[config.mk]
export PLATFORM = sky130hd
export DESIGN_NAME = input_port_ctrl_flat
export DESIGN_NICKNAME = d
export VERILOG_FILES = /design/src/rtl/noc_params.sv /design/src/rtl/input_port_ctrl_if.sv /design/src/rtl/route_xy.sv /design/src/rtl/input_port_ctrl.sv /design/src/flat_wrapper.sv
export SDC_FILE = /design/constraint.sdc
export NUM_CORES = 1
export LEC_CHECK = 0
export BUFFER_PORTS_ARGS = -buffer_cell sky130_fd_sc_hd__buf_2
export CORE_MARGIN = 1.5
export CORE_UTILIZATION = 42
export DETAILED_ROUTE_END_ITERATION = 12
export PLACE_DENSITY = 0.71
export SLEW_MARGIN = 20
export SYNTH_ARGS = -nofsm -noshare
export SYNTH_HDL_FRONTEND = slang
export SYNTH_SLANG_ARGS = --single-unit
export TNS_END_PERCENT = 10
[constraint.sdc]
create_clock -name clk -period 1.6 [get_ports clk]
set_input_delay 0.16 -clock clk [delete_from_list [all_inputs] [get_ports clk]]
set_output_delay 0.16 -clock clk [all_outputs]
set_load 0.01 [all_outputs]
[src/rtl/noc_params.sv]
// Shared NoC constants: flit type codes, output-port one-hot codes, header field layout
// and the input-port controller state encoding.
package noc_params;

  localparam int TYPE_BITS = 2;
  localparam int NUM_PORTS = 5;

  typedef enum logic [1:0] {
    FT_HEADTAIL = 2'b00,
    FT_HEAD     = 2'b01,
    FT_BODY     = 2'b10,
    FT_TAIL     = 2'b11
  } flit_type_t;

  localparam logic [NUM_PORTS-1:0] PORT_LOCAL = 5'b00001;
  localparam logic [NUM_PORTS-1:0] PORT_NORTH = 5'b00010;
  localparam logic [NUM_PORTS-1:0] PORT_SOUTH = 5'b00100;
  localparam logic [NUM_PORTS-1:0] PORT_EAST  = 5'b01000;
  localparam logic [NUM_PORTS-1:0] PORT_WEST  = 5'b10000;

  typedef enum logic [1:0] {
    IDLE    = 2'd0,
    WAIT_SA = 2'd1,
    ACTIVE  = 2'd2
  } ipc_state_t;

  // dest_x sits directly below the type field, dest_y directly below dest_x
  function automatic int dest_x_msb(int flit_size);
    return flit_size - TYPE_BITS - 1;
  endfunction

  function automatic int dest_y_msb(int flit_size, int coord_bits);
    return flit_size - TYPE_BITS - coord_bits - 1;
  endfunction

  function automatic logic is_head(flit_type_t t);
    return (t == FT_HEAD) || (t == FT_HEADTAIL);
  endfunction

endpackage

[src/rtl/input_port_ctrl_if.sv]
// Input-port bundle: upstream buffer side, switch-allocator side and crossbar side.
interface input_port_ctrl_if #(
  parameter int FLIT_SIZE = 16
) ();

  logic [FLIT_SIZE-1:0]            flit_i;
  logic                            empty_i;
  logic                            read_o;
  logic [noc_params::NUM_PORTS-1:0] req_o;
  logic                            grant_i;
  logic [FLIT_SIZE-1:0]            flit_o;
  logic                            valid_o;
  logic                            credit_o;
  logic                            error_o;

  modport master (
    input  flit_i, empty_i, grant_i,
    output read_o, req_o, flit_o, valid_o, credit_o, error_o
  );

  modport slave (
    output flit_i, empty_i, grant_i,
    input  read_o, req_o, flit_o, valid_o, credit_o, error_o
  );

endinterface

[src/rtl/route_xy.sv]
// Dimension-ordered XY routing: resolve X first, then Y, else deliver locally.
module route_xy
  import noc_params::*;
#(
  parameter int COORD_BITS = 2,
  parameter int CUR_X      = 0,
  parameter int CUR_Y      = 0
) (
  input  logic [COORD_BITS-1:0] dest_x,
  input  logic [COORD_BITS-1:0] dest_y,
  output logic [NUM_PORTS-1:0]  port
);

  localparam logic [COORD_BITS-1:0] CX = COORD_BITS'(CUR_X);
  localparam logic [COORD_BITS-1:0] CY = COORD_BITS'(CUR_Y);

  always_comb begin
    port = PORT_LOCAL;
    if (dest_x > CX)      port = PORT_EAST;
    else if (dest_x < CX) port = PORT_WEST;
    else if (dest_y > CY) port = PORT_NORTH;
    else if (dest_y < CY) port = PORT_SOUTH;
  end

endmodule

[src/rtl/input_port_ctrl.sv]
// Wormhole input-port controller: routes a packet's head, requests the switch, and forwards
// flits to the crossbar one per granted cycle, dropping protocol-violating flits.
module input_port_ctrl
  import noc_params::*;
#(
  parameter int FLIT_SIZE  = 16,
  parameter int COORD_BITS = 2,
  parameter int CUR_X      = 0,
  parameter int CUR_Y      = 0
) (
  input logic               clk,
  input logic               rst,
  input_port_ctrl_if.master bus
);

  localparam int X_MSB = dest_x_msb(FLIT_SIZE);
  localparam int Y_MSB = dest_y_msb(FLIT_SIZE, COORD_BITS);

  ipc_state_t           state, next_state;
  logic [NUM_PORTS-1:0] out_port;
  logic [NUM_PORTS-1:0] route;
  flit_type_t           ftype;
  logic                 head_flit;
  logic                 fwd_pop;
  logic                 drop;

  assign ftype     = flit_type_t'(bus.flit_i[FLIT_SIZE-1 -: TYPE_BITS]);
  assign head_flit = is_head(ftype);

  route_xy #(
    .COORD_BITS(COORD_BITS),
    .CUR_X     (CUR_X),
    .CUR_Y     (CUR_Y)
  ) u_route (
    .dest_x(bus.flit_i[X_MSB -: COORD_BITS]),
    .dest_y(bus.flit_i[Y_MSB -: COORD_BITS]),
    .port  (route)
  );

  always_ff @(posedge clk) begin
    if (rst) state <= IDLE;
    else     state <= next_state;
  end

  always_comb begin
    next_state = state;
    case (state)
      IDLE: if (!bus.empty_i && head_flit) next_state = WAIT_SA;
      WAIT_SA, ACTIVE: begin
        if (fwd_pop) begin
          case (ftype)
            FT_HEADTAIL, FT_TAIL: next_state = IDLE;
            FT_HEAD:              next_state = ACTIVE;
            default:              next_state = state;
          endcase
        end
      end
      default: next_state = IDLE;
    endcase
  end

  // A stray head inside an open packet is dropped whether or not the switch granted.
  always_comb begin
    fwd_pop   = 1'b0;
    drop      = 1'b0;
    bus.req_o = '0;
    if (!rst) begin
      case (state)
        IDLE: drop = !bus.empty_i && !head_flit;
        WAIT_SA: begin
          bus.req_o = out_port;
          fwd_pop   = bus.grant_i && !bus.empty_i;
        end
        ACTIVE: begin
          bus.req_o = out_port;
          if (!bus.empty_i) begin
            if (head_flit) drop = 1'b1;
            else           fwd_pop = bus.grant_i;
          end
        end
        default: ;
      endcase
    end
    bus.read_o   = fwd_pop || drop;
    bus.credit_o = fwd_pop || drop;
    bus.error_o  = drop;
  end

  always_ff @(posedge clk) begin
    if (rst) begin
      out_port    <= '0;
      bus.flit_o  <= '0;
      bus.valid_o <= 1'b0;
    end else begin
      if (state == IDLE && !bus.empty_i && head_flit) out_port <= route;
      bus.valid_o <= fwd_pop;
      if (fwd_pop) bus.flit_o <= bus.flit_i;
    end
  end

endmodule

[src/flat_wrapper.sv]
// flat-port wrapper written by rule: the top's interface ports become plain ports
module input_port_ctrl_flat import noc_params::*;
#(
  parameter int FLIT_SIZE  = 16,
  parameter int COORD_BITS = 2,
  parameter int CUR_X      = 0,
  parameter int CUR_Y      = 0
)
  (clk, rst, bus_flit_i, bus_empty_i, bus_grant_i, bus_read_o, bus_req_o, bus_flit_o, bus_valid_o, bus_credit_o, bus_error_o);
  input_port_ctrl_if #(.FLIT_SIZE(FLIT_SIZE)) bus_i ();
  input logic clk;
  input logic rst;
  input wire logic [$bits(bus_i.flit_i)-1:0] bus_flit_i;
  input wire logic [$bits(bus_i.empty_i)-1:0] bus_empty_i;
  input wire logic [$bits(bus_i.grant_i)-1:0] bus_grant_i;
  output wire logic [$bits(bus_i.read_o)-1:0] bus_read_o;
  output wire logic [$bits(bus_i.req_o)-1:0] bus_req_o;
  output wire logic [$bits(bus_i.flit_o)-1:0] bus_flit_o;
  output wire logic [$bits(bus_i.valid_o)-1:0] bus_valid_o;
  output wire logic [$bits(bus_i.credit_o)-1:0] bus_credit_o;
  output wire logic [$bits(bus_i.error_o)-1:0] bus_error_o;
  assign bus_i.flit_i = bus_flit_i;
  assign bus_i.empty_i = bus_empty_i;
  assign bus_i.grant_i = bus_grant_i;
  assign bus_read_o = bus_i.read_o;
  assign bus_req_o = bus_i.req_o;
  assign bus_flit_o = bus_i.flit_o;
  assign bus_valid_o = bus_i.valid_o;
  assign bus_credit_o = bus_i.credit_o;
  assign bus_error_o = bus_i.error_o;
  input_port_ctrl #(.FLIT_SIZE(FLIT_SIZE), .COORD_BITS(COORD_BITS), .CUR_X(CUR_X), .CUR_Y(CUR_Y)) u_core (.clk(clk), .rst(rst), .bus(bus_i));
endmodule
==> results of run 1 <==
[placed cells by master, fill, tap and decap left out, types with 3 or more instances in the layout]
master / netlist / layout
a21oi_1: 3 / 3
buf_2: 0 / 41
buf_4: 3 / 12
buf_6: 1 / 9
clkbuf_4: 0 / 3
dfxtp_1: 22 / 20
ha_1: 6 / 3
ha_4: 0 / 3
inv_1: 5 / 3
mux2i_1: 17 / 17
nor2_1: 21 / 19
[power groups by stage]
stage	Sequential [mW]	Combinational, mW	Clock (mW)
after detailed placement	0.572	0.159	0
final	0.558	0.190	0.421
after global placement	0.571	0.155	0
after global routing	0.559	0.208	0.461
after CTS	0.558	0.177	0.426
after floorplan	0.574	0.0899	0
[layout make-up]
cell class	count	area (µm²)	share of cell area [%]
repair buffers	62	397	24.9
well taps	30	37.5	2.36
clock buffers	3	22.5	1.41
clock inverters	1	30.0	1.89
flip-flops and latches	22	445	28.0
inverters	5	18.8	1.18
multi-input cells	79	642	40.3
[path summary, 6_finish.rpt]
check / from / end / slack (ns) / cells past startpoint
max: u_core.state[0]$_SDFFE_PP0P_ / bus_credit_o / -0.20 / 8
min: bus_flit_i[1] / u_core.bus.flit_o[1]$_SDFFE_PP0P_ / 0.07 / 3
max reg2reg: u_core.state[0]$_SDFFE_PP0P_ / u_core.bus.flit_o[14]$_SDFFE_PP0P_ / -0.11 / 6
min reg2reg: u_core.out_port[0]$_SDFFE_PP0P_ / u_core.out_port[0]$_SDFFE_PP0P_ / 0.47 / 2
[flip-flops by register name (all words and copies together) (netlist names)]
| register | flops |
|---|---|
| u_core.bus.flit_o | 16 |
| u_core.out_port | 3 |
| u_core.state | 2 |
| u_core.bus.valid_o | 1 |
[Yosys cell counts, types with 2 or more instances]
master    count
dfxtp_1      22
inv_1         5
clkbuf_1      2
o21ai_1       2
mux2i_1      17
nand2_1       3
nor2_1       21
ha_1          6
and2_1        3
o211ai_1      2
nand4_1       2
a21oi_1       3
nor2b_1       3
nor3_1        3
buf_4         3
[metal layers]
metal	part of all wire [%]	up-vias
met5	0	-
met4	0.51	0
met3	4.0	2
met2	50	30
met1	45	452
li1	-	496
[metrics by stage]
stage                     cells  hold WS, ns  TNS [ns]  util [%]  area [µm²]
final                       202       0.0747     -2.46      65.5        1590
after global routing        202       0.0781     -4.79      65.5        1590
after CTS                   200       0.0737     -2.77      63.5        1540
after detailed placement    188        0.399     -2.31      56.1        1370
after global placement      188        0.390     -1.54      56.1        1370
after floorplan             112        0.304  -0.00917         -        1080
[critical path, stage by stage (launching register included)]
cell	delay [ns]
dfxtp_2	0.36
inv_2	0.05
ha_4	0.15
nor3b_4	0.16
buf_6	0.13
nor2_4	0.09
nor2_2	0.05
or2_1	0.21
buf_2	0.14
[cell families after synthesis]
kind of cell	after synthesis	synth area share (%)
buffers and inverters	11	5.63
DFF	22	41.3
other	1	0.351
muxes	17	15.9
AOI/OAI and AO/OA	11	8.79
adders and majority gates	6	7.03
and+or+nand+nor	43	21.0
[timing repair]
action	CTS	global route
pin swaps	6	10
cloned	0	0
resized for setup	16	8
buffers inserted	8	2
endpoints found under the setup margin	23	25
==> impl_metrics.json, run 1 <==
{
  "cts_made_buffers": 3,
  "via_count": 980,
  "nets": 199,
  "period_share_pct": 113,
  "p_per_area_mw_per_mm2": 734,
  "async_flop_share_pct": 0,
  "grt_pass1_vias": 957,
  "max_cap_viol_count": 0,
  "pin_count": 45,
  "synthCells": 111,
  "core_area_mm2": 0.00243,
  "worstPathMaxFanout": 2,
  "first_pass_iters": 4,
  "pwr-share-clk_pct": 36.0,
  "maxSlewHeadroom_pct": 54.1,
  "p_comb_share_pct": 16.3,
  "gr-usage-met2_pct": 33.5,
  "synth_ff_type": "dfxtp_1",
  "diodes": 0,
  "vias_per_cell": 4.85,
  "synth_top_area_share_pct": 41.3,
  "startpoint_type": "flip-flop",
  "grt_max_degree": 21,
  "met1_usage_pct": 24.9,
  "ys_seq_area_share_pct": 41.3,
  "die_y_um": 53.4,
  "cts_hold_buf": 0,
  "antenna_found_initial": 0,
  "dp_hpwl_um": 1770,
  "vdd_ir_drop_max_mv": 0.643,
  "synth-seq-cells": 22,
  "cts.sinks": 22,
  "finalHoldViolCount": 0,
  "synth.avg_cell_area_um2": 9.62,
  "cts_root_buf": "clkbuf_4",
  "yosysWarnings": 0,
  "hp-class": "input pin to flip-flop",
  "p_switching_mw": 0.267,
  "grt_use_met3_pct": 3.39,
  "synth_edf_count": 0,
  "clkLatencyLatePin_ns": 0.30,
  "layout_min_cycle_time_ns": 1.80,
  "area_growth_pct": 49.2,
  "n_fill_cell": 200,
  "drt_first_iter_violations": 14,
  "yosys.area.top_type": "dfxtp_1",
  "required_ns": 1.44,
  "fmax_ghz": 0.554,
  "seq_power_share_pct": 47.8,
  "crit_type": "flip-flop to output pin",
  "grt_overflow": 0,
  "power.leakage_nw": 0.867,
  "routed_wl_um": 2540,
  "cp.arrival_ns": 1.64,
  "place_ws_ns": -0.173,
  "die-area_mm2": 0.00285,
  "cts_tree": "done",
  "htree_num_levels": 1,
  "failed_checks": "negative setup slack",
  "grt_first_pass_wirelength_um": 4110,
  "worst_pin_slew_ns": 0.685,
  "finalWeightedCongestion": 0.719,
  "drv_slew": 0,
  "die_w_um": 53.4,
  "fin_total_pwr_mw": 1.17,
  "status": "finished, violations left",
  "fin_worst_skew_ns": 0.0102,
  "drive_gt1_share_pct": 49.4,
  "rows": 18,
  "netSwitchingFraction_pct": 22.8,
  "drc": 0,
  "avgRoutedWirePerCell_um": 12.6,
  "synthDistinctLibCells": 29,
  "syn_area_mm2": 0.00107,
  "crit_path_end_kind": "output pin",
  "setup_ws_ns": -0.204,
  "grt-busiest-layer": "met2",
  "synth_area_leaders": "dfxtp_1 (41%), mux2i_1 (16%), nor2_1 (7.4%)",
  "initial_core_util_pct": 43.9,
  "grt_use_total_pct": 19.8,
  "path_clk_slew_ns": 0.13,
  "rsz0062_at_grt": "yes",
  "clockBufferDepth": 2,
  "internal_power_mw": 0.902,
  "port_buffers": 42,
  "finalSetupViolCount": 23,
  "postRouteAntennaNets": 0
}
No activity file was read; power rests on OpenSTA's default activity.
==> run 2: changes to the inputs <==
- CORE_MARGIN: 1.5 -> default
==> impl_metrics.json, run 2 (synthesis gave the netlist of run 1 again) <==
{
  "status": "finished, violations left",
  "failed_checks": "negative setup slack",
  "drc": 0,
  "die-area_mm2": 0.00275,
  "rsz0062_at_grt": "yes",
  "cts_hold_buf": 0,
  "cts_root_buf": "clkbuf_4",
  "grt_pass1_vias": 907,
  "crit_type": "flip-flop to output pin",
  "pin_count": 45,
  "period_share_pct": 109,
  "final_cell_mix": "buf_2 (42), nor2_1 (20), dfxtp_1 (20)",
  "drt_first_iter_violations": 5,
  "r2r_cells": 8,
  "n_fill_cell": 187,
  "p_per_area_mw_per_mm2": 797,
  "worstPathMaxFanout": 3,
  "grt_overflow": 0,
  "die_w_um": 52.4,
  "cts_tree": "done",
  "initial_core_util_pct": 46.5,
  "cp.depth": 7,
  "fin_area_mm2": 0.00146,
  "reg_top3": "u_core.bus.flit_o x16, u_core.out_port x3, u_core.state x2",
  "hold_depth": 3,
  "clockBufferDepth": 2,
  "crit_buf_inv": 2,
  "p_comb_share_pct": 14.5,
  "path_clk_slew_ns": 0.13,
  "rows": 17,
  "final_core_util_pct": 63.4,
  "vdd_ir_drop_max_mv": 0.659,
  "area_growth_pct": 36.5,
  "finalHoldViolCount": 0,
  "drv_slew": 0,
  "fin_total_pwr_mw": 1.16,
  "clkLatencyLatePin_ns": 0.31,
  "grt_first_pass_wirelength_um": 3950,
  "port_buffers": 42,
  "largest_reg_flops": 16,
  "finalWeightedCongestion": 0.958,
  "finalSetupViolCount": 7,
  "final_common_cell": "buf_2",
  "power.leakage_nw": 0.796,
  "top_register": "u_core.bus.flit_o",
  "grt_max_degree": 21,
  "die_y_um": 52.4,
  "seq_power_share_pct": 48.2,
  "diodes": 0,
  "first_pass_iters": 4,
  "fin_worst_skew_ns": 0.00430,
  "pwr-share-clk_pct": 37.3,
  "dpl_cell_area_mm2": 0.00132,
  "routed_wl_um": 2340,
  "cts.sinks": 22,
  "internal_power_mw": 0.888,
  "place_ws_ns": -0.000803,
  "netSwitchingFraction_pct": 23.4,
  "tns_ns": -0.639,
  "startpoint_type": "flip-flop",
  "antenna_found_initial": 0,
  "setup_ws_ns": -0.149,
  "multi_input_area_um2": 619,
  "fmax_ghz": 0.572,
  "postRouteAntennaNets": 0,
  "nets": 187,
  "layout_min_cycle_time_ns": 1.75,
  "max_cap_viol_count": 0,
  "htree_num_levels": 1,
  "crit_chain": "inv_4 > ha_4 > nor2b_4 > nand2_1 > nor2_1 > or2_1 > buf_2",
  "cp.arrival_ns": 1.59,
  "vias_per_cell": 4.99,
  "regArea_um2": 445,
  "critPathMaxStageDelay_ns": 0.40,
  "cp_top_family": "simple AND/OR/NAND/NOR gates",
  "drive_gt1_share_pct": 43.8,
  "avgRoutedWirePerCell_um": 12.4,
  "required_ns": 1.44,
  "crit_path_end_kind": "output pin",
  "hp-class": "input pin to flip-flop",
  "grt_use_total_pct": 19.8,
  "cts_made_buffers": 3,
  "p_switching_mw": 0.272,
  "core_area_mm2": 0.00230,
  "dp_hpwl_um": 1640,
  "cp_slowest_cell": "dfxtp_4",
  "via_count": 939
}
## run 2: cell types whose count changed in the layout (fill, tap and decap cells not counted), sizes merged
cell	change
buf	-12
## run 2: metrics by stage
stage / instances / hold slack, ns
floorplan: 112 / 0.304
global placement: 179 / 0.388
detailed placement: 179 / 0.400
CTS: 188 / 0.0585
global route: 188 / 0.0694
finish: 188 / 0.0632
## run 2: area by class of cell
| cell class | instances | share of cell area, % |
|---|---|---|
| Timing Repair Buffer | 50 | 19.4 |
| Sequential cell | 22 | 30.6 |
| Inverter | 5 | 1.46 |
| Clock buffer | 3 | 1.55 |
| Tap cell | 28 | 2.41 |
| Clock inverter | 1 | 2.06 |
| Multi-Input combinational cell | 79 | 42.5 |
## run 2: routing by layer
metal | part of all wire, % | GRT usage [%] | up-vias
li1 | - | - | 470
met1 | 43 | 22.3 | 428
met3 | 6.2 | 6.09 | 6
met4 | 2.3 | 9.21 | 0
met5 | 0 | 0 | -
met2 | 49 | 33.8 | 35
## run 2: worst min-delay path, stage by stage
cell	delay (ns)
buf_2	0.07
mux2i_1	0.05
nor2_1	0.07
## run 2: final timing paths
kind / startpoint / to / slack (ns)
hold reg to reg: u_core.out_port[0]$_SDFFE_PP0P_ / u_core.out_port[0]$_SDFFE_PP0P_ / 0.47
setup reg to reg: u_core.state[0]$_SDFFE_PP0P_ / u_core.bus.flit_o[10]$_SDFFE_PP0P_ / -0.01
hold / removal: bus_flit_i[0] / u_core.bus.flit_o[0]$_SDFFE_PP0P_ / 0.06
setup / recovery: u_core.state[1]$_SDFFE_PP0P_ / bus_read_o / -0.15
## run 2: timing repair
item,CTS,global route
endpoints found under the hold margin,0,0
pin swaps,5,4
setup endpoints to repair,6,23
setup buffers,5,0
gates resized for setup,10,1
## run 2: power by group through the flow
stage / registers, mW / logic (mW) / clock network [mW]
floorplan: 0.574 / 0.0899 / 0
detailed placement: 0.574 / 0.138 / 0
CTS: 0.559 / 0.162 / 0.440
global placement: 0.574 / 0.134 / 0
finish: 0.559 / 0.169 / 0.433
global route: 0.560 / 0.185 / 0.465
==> run 3: changes to the inputs <==
- SETUP_SLACK_MARGIN: default -> 0.02
==> impl_metrics.json, run 3 (synthesis gave the netlist of run 1 again) <==
{
  "fmax_ghz": 0.572,
  "wl_met1_um": 1030,
  "dp_hpwl_um": 1670,
  "reg_top3": "u_core.bus.flit_o x16, u_core.out_port x3, u_core.state x2",
  "path_clk_slew_ns": 0.12,
  "first_pass_iters": 4,
  "dpl_cell_area_mm2": 0.00134,
  "routed_wl_um": 2410,
  "pin_count": 45,
  "avgRoutedWirePerCell_um": 12.4,
  "period_share_pct": 109,
  "rsz0062_at_grt": "yes",
  "initial_core_util_pct": 46.5,
  "tns_ns": -0.636,
  "multi_input_area_um2": 607,
  "vdd_ir_drop_max_mv": 0.842,
  "fin_area_mm2": 0.00149,
  "clkLatencyLatePin_ns": 0.30,
  "crit_path_end_kind": "output pin",
  "r2r_start": "u_core.state[1]$_SDFFE_PP0P_",
  "hp-class": "input pin to flip-flop",
  "holdPathEnd": "u_core.bus.flit_o[2]$_SDFFE_PP0P_",
  "final_common_cell": "buf_2",
  "drive_gt1_share_pct": 45.8,
  "cts_made_buffers": 3,
  "die-area_mm2": 0.00275,
  "power.leakage_nw": 0.827,
  "grt_pass1_vias": 867,
  "largest_reg_flops": 16,
  "top_layer": "met4",
  "vias_per_cell": 5.01,
  "finalSetupViolCount": 19,
  "drc": 0,
  "setup_ws_ns": -0.149,
  "failed_checks": "negative setup slack",
  "postRouteAntennaNets": 0,
  "top_register": "u_core.bus.flit_o",
  "cts_root_buf": "clkbuf_4",
  "hold-worst-slack_ns": 0.0811,
  "via_count": 972,
  "final_cell_mix": "buf_2 (42), dfxtp_1 (20), nor2_1 (19)",
  "grt_max_degree": 21,
  "layout_min_cycle_time_ns": 1.75,
  "clockBufferDepth": 2,
  "cts.sinks": 22,
  "worstPathMaxFanout": 4,
  "final_core_util_pct": 64.8,
  "core_area_mm2": 0.00230,
  "fin_worst_skew_ns": 0.00352,
  "finalHoldViolCount": 0,
  "port_buffers": 42,
  "status": "finished, violations left",
  "met2_length_um": 1230,
  "die_w_um": 52.4,
  "crit_type": "flip-flop to output pin",
  "required_ns": 1.44,
  "diodes": 0,
  "p_per_area_mw_per_mm2": 769,
  "startpoint_type": "flip-flop",
  "r2r_cells": 7,
  "rrSetupSlack_ns": -0.02,
  "cp.arrival_ns": 1.59,
  "die_y_um": 52.4,
  "finalWeightedCongestion": 0.948,
  "worst_hold_startpoint": "bus_flit_i[2]",
  "drt_first_iter_violations": 17,
  "grt_first_pass_wirelength_um": 3680,
  "hold_depth": 3,
  "drv_slew": 0,
  "htree_num_levels": 1,
  "antenna_found_initial": 0,
  "regToRegEndpoint": "u_core.bus.flit_o[3]$_SDFFE_PP0P_",
  "cts_hold_buf": 0,
  "area_growth_pct": 39.5,
  "wl_met3_um": 135,
  "rows": 17,
  "grt_use_total_pct": 18.7,
  "place_ws_ns": -0.0649,
  "grt_overflow": 0,
  "regArea_um2": 445,
  "n_fill_cell": 199,
  "max_cap_viol_count": 0,
  "cts_tree": "done",
  "nets": 193
}
[run 3: power by group]
part	internal [mW]	total [mW]	switching (mW)	leakage, nW
Clock	0.253	0.419	0.166	0.0279
Sequential	0.554	0.558	0.00416	0.179
Combinational	0.0825	0.168	0.0856	0.620
[run 3: cell type report]
class,instances,area share [%]
multi-input combinational,79,40.8
timing repair buffer,56,22.0
inverter,5,1.43
clock inverter,1,2.02
tap,28,2.35
sequential,22,29.9
clock buffer,3,1.51
[run 3: worst max-delay path by stage]
stage | to | start
after floorplan | u_core.bus.flit_o[10]$_SDFFE_PP0P_ | u_core.state[0]$_SDFFE_PP0P_
after CTS | bus_credit_o | u_core.state[1]$_SDFFE_PP0P_
final | bus_credit_o | u_core.state[1]$_SDFFE_PP0P_
after global placement | bus_read_o | u_core.state[1]$_SDFFE_PP0P_
after global routing | bus_read_o | u_core.state[1]$_SDFFE_PP0P_
after detailed placement | bus_credit_o | u_core.state[1]$_SDFFE_PP0P_
[run 3: worst max-delay path: stages (launching register included)]
cell and delay (ns):
dfxtp_4 0.40, inv_4 0.05, ha_4 0.26, nor2b_4 0.14, nand2_1 0.08, nor2_2 0.12
or2_1 0.12, buf_2 0.13
[run 3: through the flow]
step / total power [mW] / std cells
2_1_floorplan: 0.665 / 112
3_3_place_gp: 0.714 / 180
3_5_place_dp: 0.718 / 180
4_1_cts: 1.15 / 194
5_1_grt: 1.20 / 194
6_report: 1.15 / 194
[run 3: per-layer routing]
layer / track usage (%) / vias to the layer above
met5: 0 / -
met4: 8.77 / 0
met3: 3.48 / 2
met2: 31.6 / 44
met1: 22.5 / 445
li1: - / 481
[run 3: repair_timing]
action	4_1_cts	5_1_grt
resized for setup	8	1
setup endpoints to repair	7	25
pin swaps	6	5
setup buffers	10	0
